===== src/rtl/relu_wb_if.sv =====
// Output beat channel of the ReLU write-back sequencer.
// Carries valid/ready handshake, lane data and last-beat flag.
interface relu_wb_if #(
  parameter int DATA_W = 16
);
  logic              out_valid;
  logic              out_ready;
  logic [DATA_W-1:0] out_data;
  logic              out_last;

  modport master (
    output out_valid,
    output out_data,
    output out_last,
    input  out_ready
  );

  modport slave (
    input  out_valid,
    input  out_data,
    input  out_last,
    output out_ready
  );
endinterface


===== src/rtl/relu_wb_sequencer.sv =====
// Snapshots accumulator lanes and streams them through ReLU/bypass.
// Counts negative lanes per completed job.
module relu_wb_sequencer #(
  parameter int NUM_LANES = 4,
  parameter int DATA_W    = 16,
  parameter int SEL_W     = $clog2(NUM_LANES),
  parameter int CNT_W     = $clog2(NUM_LANES + 1)
) (
  input  logic                        clk,
  input  logic                        rst_n,
  input  logic                        start_i,
  input  logic                        clear_i,
  input  logic [CNT_W-1:0]            lane_count_i,
  input  logic                        relu_en_i,
  input  logic [NUM_LANES*DATA_W-1:0] lanes_in_i,
  relu_wb_if.master                   wb,
  output logic [SEL_W-1:0]            sel_mux_o,
  output logic                        busy_o,
  output logic                        done_o,
  output logic [CNT_W-1:0]            neg_count_o
);

  typedef enum logic [1:0] {
    S_IDLE,
    S_RUN,
    S_DONE
  } state_e;

  state_e                        state_q, state_d;
  logic [SEL_W-1:0]              idx_q, idx_d;
  logic [NUM_LANES*DATA_W-1:0]   buf_q, buf_d;
  logic [CNT_W-1:0]              cmax_q, cmax_d;
  logic                          mode_q, mode_d;
  logic [CNT_W-1:0]              acc_q, acc_d;
  logic [CNT_W-1:0]              negc_q, negc_d;

  logic [DATA_W-1:0] lane_w [NUM_LANES];
  logic [DATA_W-1:0] cur_w;
  logic [CNT_W-1:0]  eff_cnt;
  logic              run_w;
  logic              last_w;
  logic              xfer_w;

  for (genvar k = 0; k < NUM_LANES; k++) begin : g_lane
    assign lane_w[k] = buf_q[k*DATA_W +: DATA_W];
  end

  assign cur_w  = lane_w[idx_q];
  assign run_w  = (state_q == S_RUN);
  assign last_w = run_w && (CNT_W'(idx_q) == cmax_q - CNT_W'(1));
  assign xfer_w = run_w && wb.out_ready;

  // Zero and oversized counts both mean "all lanes".
  assign eff_cnt =
    (lane_count_i == '0 ||
     lane_count_i > CNT_W'(NUM_LANES)) ?
    CNT_W'(NUM_LANES) : lane_count_i;

  assign wb.out_valid = run_w;
  assign wb.out_last  = last_w;
  assign wb.out_data  =
    (mode_q && cur_w[DATA_W-1]) ? '0 : cur_w;
  assign sel_mux_o    = idx_q;
  assign busy_o       = (state_q != S_IDLE);
  assign done_o       = (state_q == S_DONE);
  assign neg_count_o  = negc_q;

  always_comb begin
    state_d = state_q;
    idx_d   = idx_q;
    buf_d   = buf_q;
    cmax_d  = cmax_q;
    mode_d  = mode_q;
    acc_d   = acc_q;
    negc_d  = negc_q;
    if (clear_i) begin
      state_d = S_IDLE;
      idx_d   = '0;
    end else begin
      unique case (state_q)
        S_IDLE: begin
          if (start_i) begin
            buf_d   = lanes_in_i;
            mode_d  = relu_en_i;
            cmax_d  = eff_cnt;
            idx_d   = '0;
            acc_d   = '0;
            state_d = S_RUN;
          end
        end
        S_RUN: begin
          if (xfer_w) begin
            acc_d = acc_q + CNT_W'(cur_w[DATA_W-1]);
            if (last_w) begin
              state_d = S_DONE;
              negc_d  = acc_d;
            end else begin
              idx_d = idx_q + SEL_W'(1);
            end
          end
        end
        S_DONE:  state_d = S_IDLE;
        default: state_d = S_IDLE;
      endcase
    end
  end

  always_ff @(posedge clk or negedge rst_n) begin
    if (!rst_n) begin
      state_q <= S_IDLE;
      idx_q   <= '0;
      buf_q   <= '0;
      cmax_q  <= CNT_W'(NUM_LANES);
      mode_q  <= 1'b0;
      acc_q   <= '0;
      negc_q  <= '0;
    end else begin
      state_q <= state_d;
      idx_q   <= idx_d;
      buf_q   <= buf_d;
      cmax_q  <= cmax_d;
      mode_q  <= mode_d;
      acc_q   <= acc_d;
      negc_q  <= negc_d;
    end
  end

endmodule


===== src/flat_wrapper.sv =====
// flat-port wrapper written by rule: the top's interface ports become plain ports
module relu_wb_sequencer_flat 
#(
  parameter int NUM_LANES = 4,
  parameter int DATA_W    = 16,
  parameter int SEL_W     = $clog2(NUM_LANES),
  parameter int CNT_W     = $clog2(NUM_LANES + 1)
)
  (clk, rst_n, start_i, clear_i, lane_count_i, relu_en_i, lanes_in_i, sel_mux_o, busy_o, done_o, neg_count_o, wb_out_valid, wb_out_data, wb_out_last, wb_out_ready);
  relu_wb_if #(.DATA_W(DATA_W)) wb_i ();
  input  logic clk;
  input  logic rst_n;
  input  logic start_i;
  input  logic clear_i;
  input  logic [CNT_W-1:0] lane_count_i;
  input  logic relu_en_i;
  input  logic [NUM_LANES*DATA_W-1:0] lanes_in_i;
  output logic [SEL_W-1:0] sel_mux_o;
  output logic busy_o;
  output logic done_o;
  output logic [CNT_W-1:0] neg_count_o;
  output wire logic [$bits(wb_i.out_valid)-1:0] wb_out_valid;
  output wire logic [$bits(wb_i.out_data)-1:0] wb_out_data;
  output wire logic [$bits(wb_i.out_last)-1:0] wb_out_last;
  input wire logic [$bits(wb_i.out_ready)-1:0] wb_out_ready;
  assign wb_out_valid = wb_i.out_valid;
  assign wb_out_data = wb_i.out_data;
  assign wb_out_last = wb_i.out_last;
  assign wb_i.out_ready = wb_out_ready;
  relu_wb_sequencer #(.NUM_LANES(NUM_LANES), .DATA_W(DATA_W), .SEL_W(SEL_W), .CNT_W(CNT_W)) u_core (.clk(clk), .rst_n(rst_n), .start_i(start_i), .clear_i(clear_i), .lane_count_i(lane_count_i), .relu_en_i(relu_en_i), .lanes_in_i(lanes_in_i), .wb(wb_i), .sel_mux_o(sel_mux_o), .busy_o(busy_o), .done_o(done_o), .neg_count_o(neg_count_o));
endmodule

===== config.mk =====
export PLATFORM = sky130hd
export DESIGN_NAME = relu_wb_sequencer_flat
export DESIGN_NICKNAME = d
export VERILOG_FILES = /design/src/rtl/relu_wb_if.sv /design/src/rtl/relu_wb_sequencer.sv /design/src/flat_wrapper.sv
export SDC_FILE = /design/constraint.sdc
export NUM_CORES = 1
export LEC_CHECK = 0
export CAP_MARGIN = 20
export CORE_MARGIN = 2
export CORE_UTILIZATION = 50
export CTS_BUF_LIST = sky130_fd_sc_hd__clkbuf_8
export DETAILED_ROUTE_END_ITERATION = 6
export PLACE_DENSITY = 0.82
export SYNTH_ARGS = -nofsm -noshare
export SYNTH_HDL_FRONTEND = slang
export SYNTH_SLANG_ARGS = --single-unit

===== constraint.sdc =====
create_clock -name clk -period 2.5 [get_ports clk]
set_input_delay 0.375 -clock clk [delete_from_list [all_inputs] [get_ports clk]]
set_output_delay 0.375 -clock clk [all_outputs]
set_load 0.01 [all_outputs]

Word level (Yosys, flattened, before mapping)

Cells that the tools add are included.

$add $sub $neg: 3
Multiply operators: 0
Divide/modulo/power cells: 0
Magnitude comparators: 2
Eq/ne operators: 9
Shift operators: 0
Mux-type cells: 18
Bitwise logic cells: 2
Reduce and logical (&&, ||, !) cells: 14

Operators with widths:

| kind                                                                  | number |
|---|---|
| 16-bit two-way mux                                                    | 3 |
| 16-bit binary-select mux with 2-bit select                            | 1 |
| 2-bit two-way mux                                                     | 8 |
| 3-bit inequality test, second input constant                          | 4 |
| 4-bit AND reduction                                                   | 3 |
| 3-bit two-way mux                                                     | 3 |
| 2-bit one-hot mux with 2 select lines                                 | 2 |
| 3-bit one-hot mux with 2 select lines                                 | 1 |
| 3-bit AND reduction                                                   | 2 |
| 2-bit inequality test, second input constant                          | 2 |
| 2-bit nonzero test                                                    | 2 |
| 3-bit by 1-bit adder with 3-bit output                                | 1 |
| 2-bit by 3-bit equality test with 1-bit output                        | 1 |
| 3-bit >= comparator, second input constant                            | 1 |
| 3-bit > comparator, second input constant                             | 1 |
| 1-bit logical AND                                                     | 3 |
| 3-bit logical NOT                                                     | 1 |
| 2-bit NOT with 3-bit output                                           | 1 |
| 3-bit nonzero test                                                    | 1 |
| 3-bit by 1-bit subtractor with 3-bit output, second input constant    | 1 |
| 2-bit by 1-bit adder with 2-bit output, second input constant         | 1 |
| 2-bit by 1-bit equality test with 1-bit output, second input constant | 1 |
| 2-bit equality test, second input constant                            | 1 |
| 2-bit logical NOT                                                     | 1 |
| other kinds (2)                                                       | 2 |

Flip-flop bits (word level): 78
Latch bits: 0
Memory bits (writable): 0
Bits in read-only memories: 0
Bits of input ports: 73
Word-level logic and storage cells: 55
Memories kept: 0

Longest topological paths before layout

Depth in word-level cells: 7
Gate-level depth with buffers: 6
Gate-level depth less buffers: 6

Worst setup path before layout

OpenSTA, ideal clock, no wires.

Kind: register -> output
From: register u_core.idx_q[0], in the netlist u_core.sel_mux_o[0]
To: output port wb_out_data[10]
Arrival: 1.565 ns
Data required time: 2.125 ns
Path slack: 0.560 ns
Cell stages (with the launch flop): 5
Buffers on the path: 2
Cells stage by stage: dfrtp_1 buf_6 buf_2 mux4_2 nor2b_1

Word-level cells in the longest chain between the ends: 6

RTL lines:

| element                                                    | line                     | source |
|---|---|---|
| from (decl)                                                | relu_wb_sequencer.sv:30  | `logic [SEL_W-1:0] idx_q, idx_d;` |
| from (signal assigned)                                     | relu_wb_sequencer.sv:119 | `idx_q <= idx_d;` |
| 2-bit NOT with 3-bit output (not written as such) (*)      | relu_wb_sequencer.sv:48  | `assign cur_w = lane_w[idx_q];` |
| 16-bit binary-select mux with 2-bit select (*)             | relu_wb_sequencer.sv:48  |  |
| 16-bit two-way mux (not written as such) (*) (2 in series) | relu_wb_sequencer.sv:48  |  |
| 1-bit logical AND                                          | relu_wb_sequencer.sv:62  | `(mode_q && cur_w[DATA_W-1]) ? '0 : cur_w;` |
| 16-bit two-way mux (*)                                     | relu_wb_sequencer.sv:62  |  |
| to (decl)                                                  | flat_wrapper.sv:23       | `output wire logic [$bits(wb_i.out_data)-1:0] wb_out_data;` |

Mark *: on every way between the ends. The rest lies on a longest branch, timed or not. The select of a mux whose other input is x is not followed.

Final worst setup path

From: register u_core.idx_q[0], in the netlist u_core.sel_mux_o[0]
To: output port wb_out_data[15]

Same word-level chain as after synthesis.

==> results_dict.tcl <==
set metrics [dict create \
    nNetsFinal 425 \
    cellPowerDensity_nw_per_um2 815.2 \
    clk_pin_slew_worst_paths_ps 90 \
    grt_pass1_wl_mm 12.81 \
    numCtsBuffers 9 \
    io_pins 98 \
    cts_tree "built" \
    drive_above_1_share_pct 34.56 \
    synth_ff_type "dfrtp_1" \
    seq_area_frac_synth_pct 52.44 \
    outcome "finished, final reports clean" \
    rr_worst_depth 6 \
    synthToLayoutAreaGrowth_pct 35.61 \
    instances_no_fill 452 \
    finalWeightedCongestion 0.7935 \
    hold_viol_final 0 \
    fp.coreArea_um2 7214 \
    startpoint_type "flip-flop" \
    antenna_cells 0 \
    synth_top_cell_area_share_pct 51.73 \
    r2r_start "u_core.sel_mux_o[0]$_DFFE_PN0P_" \
    drt-total-wl_mm 7.854 \
    crit_type "flip-flop to output pin" \
    wl_per_cell_um 17.38 \
    synth.most_common_cell "dfrtp_1" \
    drtAntennaViolNets 0 \
    min_period_over_period_pct 97.87 \
    grt_pass1_vias 2557 \
    synthTopCellsByArea "dfrtp_1, mux2_2, mux4_2" \
    rows 31 \
    antenna_found_initial 0 \
    yosysTopAreaCell "dfrtp_1" \
    peakVddDrop_v 0.0004285 \
    clkLatencyLatePin_ps 340 \
    grt.total_usage_pct 20.35 \
    drv_slew 0 \
    dr.first_iter.drc_count 131 \
    grt-ovfl-total 0 \
    yosysWarnings 0 \
    internal_power_mw 3.006 \
    worst_hold_slack_ps 168.7 \
    io_buffers 97 \
    dpl.hpwl_mm 5.191 \
    swShare_pct 27.00 \
    vias 2339 \
    p_switching_mw 1.112 \
    worst-r2r-setup-slack_ps 430 \
    comb_power_share_pct 30.5 \
    synth_common_cells "dfrtp_1, mux2_2, nor2b_1, mux4_2" \
    worst_slew_pin_slew_ps 954.9 \
    syn_avg_cell_area_um2 15.33 \
    async_flop_share_pct 100.0 \
    synthesis.area_um2 3725 \
    root_buffer "clkbuf_8" \
    critPathRequiredTime_ps 2120 \
    dr.pass1.iters 4 \
    holdBufCountCts 0 \
    p_seq_share_pct 42.0 \
    synth_cells 243 \
    setup_viol 0 \
    start_util_pct 51.63 \
    ys_types 39 \
    dp.cells 429 \
    hp-class "input port to async pin" \
    clockPowerShare_pct 27.5 \
    maxCapViolations 0 \
    drc 0 \
    via_per_inst 5.175 \
    numClockSinks 78 \
    period_minus_slack_ps 2447 \
    relSlewSlack_pct 36.34 \
    synth_nets 320 \
    synth_seq_cells 78 \
    fillCellCount 531 \
    synth-edff-count 0 \
    clockBufferDepth 2 \
    rsz0062_at_grt "false" \
    clock_skew_ps 10.22 \
    die_y_um 90.31 \
    reg2reg_to "u_core.neg_count_o[2]$_DFFE_PN0P_" \
    htree_levels 3 \
    dieArea_um2 8156 \
    worst-endpoint-arrival_ps 2070 \
    cp-end-kind "output pin" \
    fmax_mhz 408.7 \
    p_leak_nw 2.118 \
    grt_max_degree 79 \
    critical_path.max_fanout 3 \
    die_w_um 90.31 \
]
## metal layers
layer  track usage, %  routed length [µm]
met1            26.64                3406
met2            33.02                3959
met3            4.007                 342
met4            9.487                 146
met5                0                   0
## worst max-delay path by stage
stage,from,end,slack [ps],depth (start not counted)
after floorplan,u_core.sel_mux_o[0]$_DFFE_PN0P_,wb_out_data[10],560,4
after global placement,u_core.sel_mux_o[0]$_DFFE_PN0P_,wb_out_data[9],80,4
after detailed placement,u_core.sel_mux_o[0]$_DFFE_PN0P_,wb_out_data[12],-10,4
after CTS,u_core.sel_mux_o[0]$_DFFE_PN0P_,wb_out_data[9],3,6
after global routing,u_core.sel_mux_o[0]$_DFFE_PN0P_,wb_out_data[15],4,4
final,u_core.sel_mux_o[0]$_DFFE_PN0P_,wb_out_data[15],50,4
## cells in the final DEF, fill, tap and decap left out, types with 6 or more instances in the layout
cell type | synthesis | final
buf_4 | 2 | 6
clkbuf_8 | 0 | 9
clkdlybuf4s50_1 | 0 | 80
dfrtp_1 | 77 | 75
dlygate4sd2_1 | 0 | 10
inv_1 | 8 | 8
mux2_2 | 65 | 65
mux4_1 | 7 | 7
mux4_2 | 9 | 9
nor2b_1 | 17 | 17
## power by group through the flow
stage / registers, mW / clock network (mW) / logic (mW)
2_1_floorplan: 1.70 / 0 / 0.777
3_3_place_gp: 1.73 / 0 / 1.22
3_5_place_dp: 1.74 / 0 / 1.26
4_1_cts: 1.73 / 1.15 / 1.28
5_1_grt: 1.77 / 1.21 / 1.36
6_report: 1.73 / 1.13 / 1.25
## worst max-delay path: stages, from the launching register on
cell	delay [ps]
dfrtp_2	410
mux4_2	550
buf_4	160
nor2b_1	130
clkdlybuf4s50_1	480
## area by class of cell
type | count | area, µm² | share of cell area [%]
clock buffer | 9 | 123.9 | 2.452
multi-input combinational | 145 | 1639 | 32.45
clock inverter | 7 | 122.6 | 2.428
inverter | 8 | 30.03 | 0.5945
timing repair buffer | 106 | 1056 | 20.91
tap | 99 | 123.9 | 2.452
sequential | 78 | 1956 | 38.72
## registers in the layout, summed over array words and instances, names as in the netlist
name,flops
u_core.cmax_q,3
u_core.acc_q,3
u_core.buf_q,64
u_core.state_q,2
u_core.neg_count_o,3
u_core.sel_mux_o,2
u_core.mode_q,1
## per-stage QoR
stage | total power, mW | TNS [ps] | utilization, % | instance area (µm²) | setup WS [ps]
final | 4.118 | 0 | 70.01 | 5051 | 53.20
after global routing | 4.336 | 0 | 70.01 | 5051 | 4.337
after CTS | 4.168 | 0 | 70.29 | 5071 | 2.997
after detailed placement | 3.007 | -14.28 | 65.68 | 4738 | -14.28
after global placement | 2.949 | 0 | 65.68 | 4738 | 79.70
after floorplan | 2.473 | 0 | - | 3725 | 559.9
## timing repair
action | 4_1_cts | 5_1_grt
setup endpoints to repair | 16 | 4
setup buffers | 5 | 0
cloned | 2 | 0
gates resized for setup | 34 | 4
## logic make-up (layout without fill, tap and decap cells)
logic type	Yosys count	in the layout	share of synthesized area, %
xor gates and xnor gates	4	4	1.646
buffers and inverters	21	130	3.997
muxes	86	86	31.78
AOI/OAI and AO/OA	11	11	2.049
DFF	78	78	52.44
adders and majority gates	4	4	1.344
and+or+nand+nor	39	40	6.752
Power figures use the tool's default switching activity.
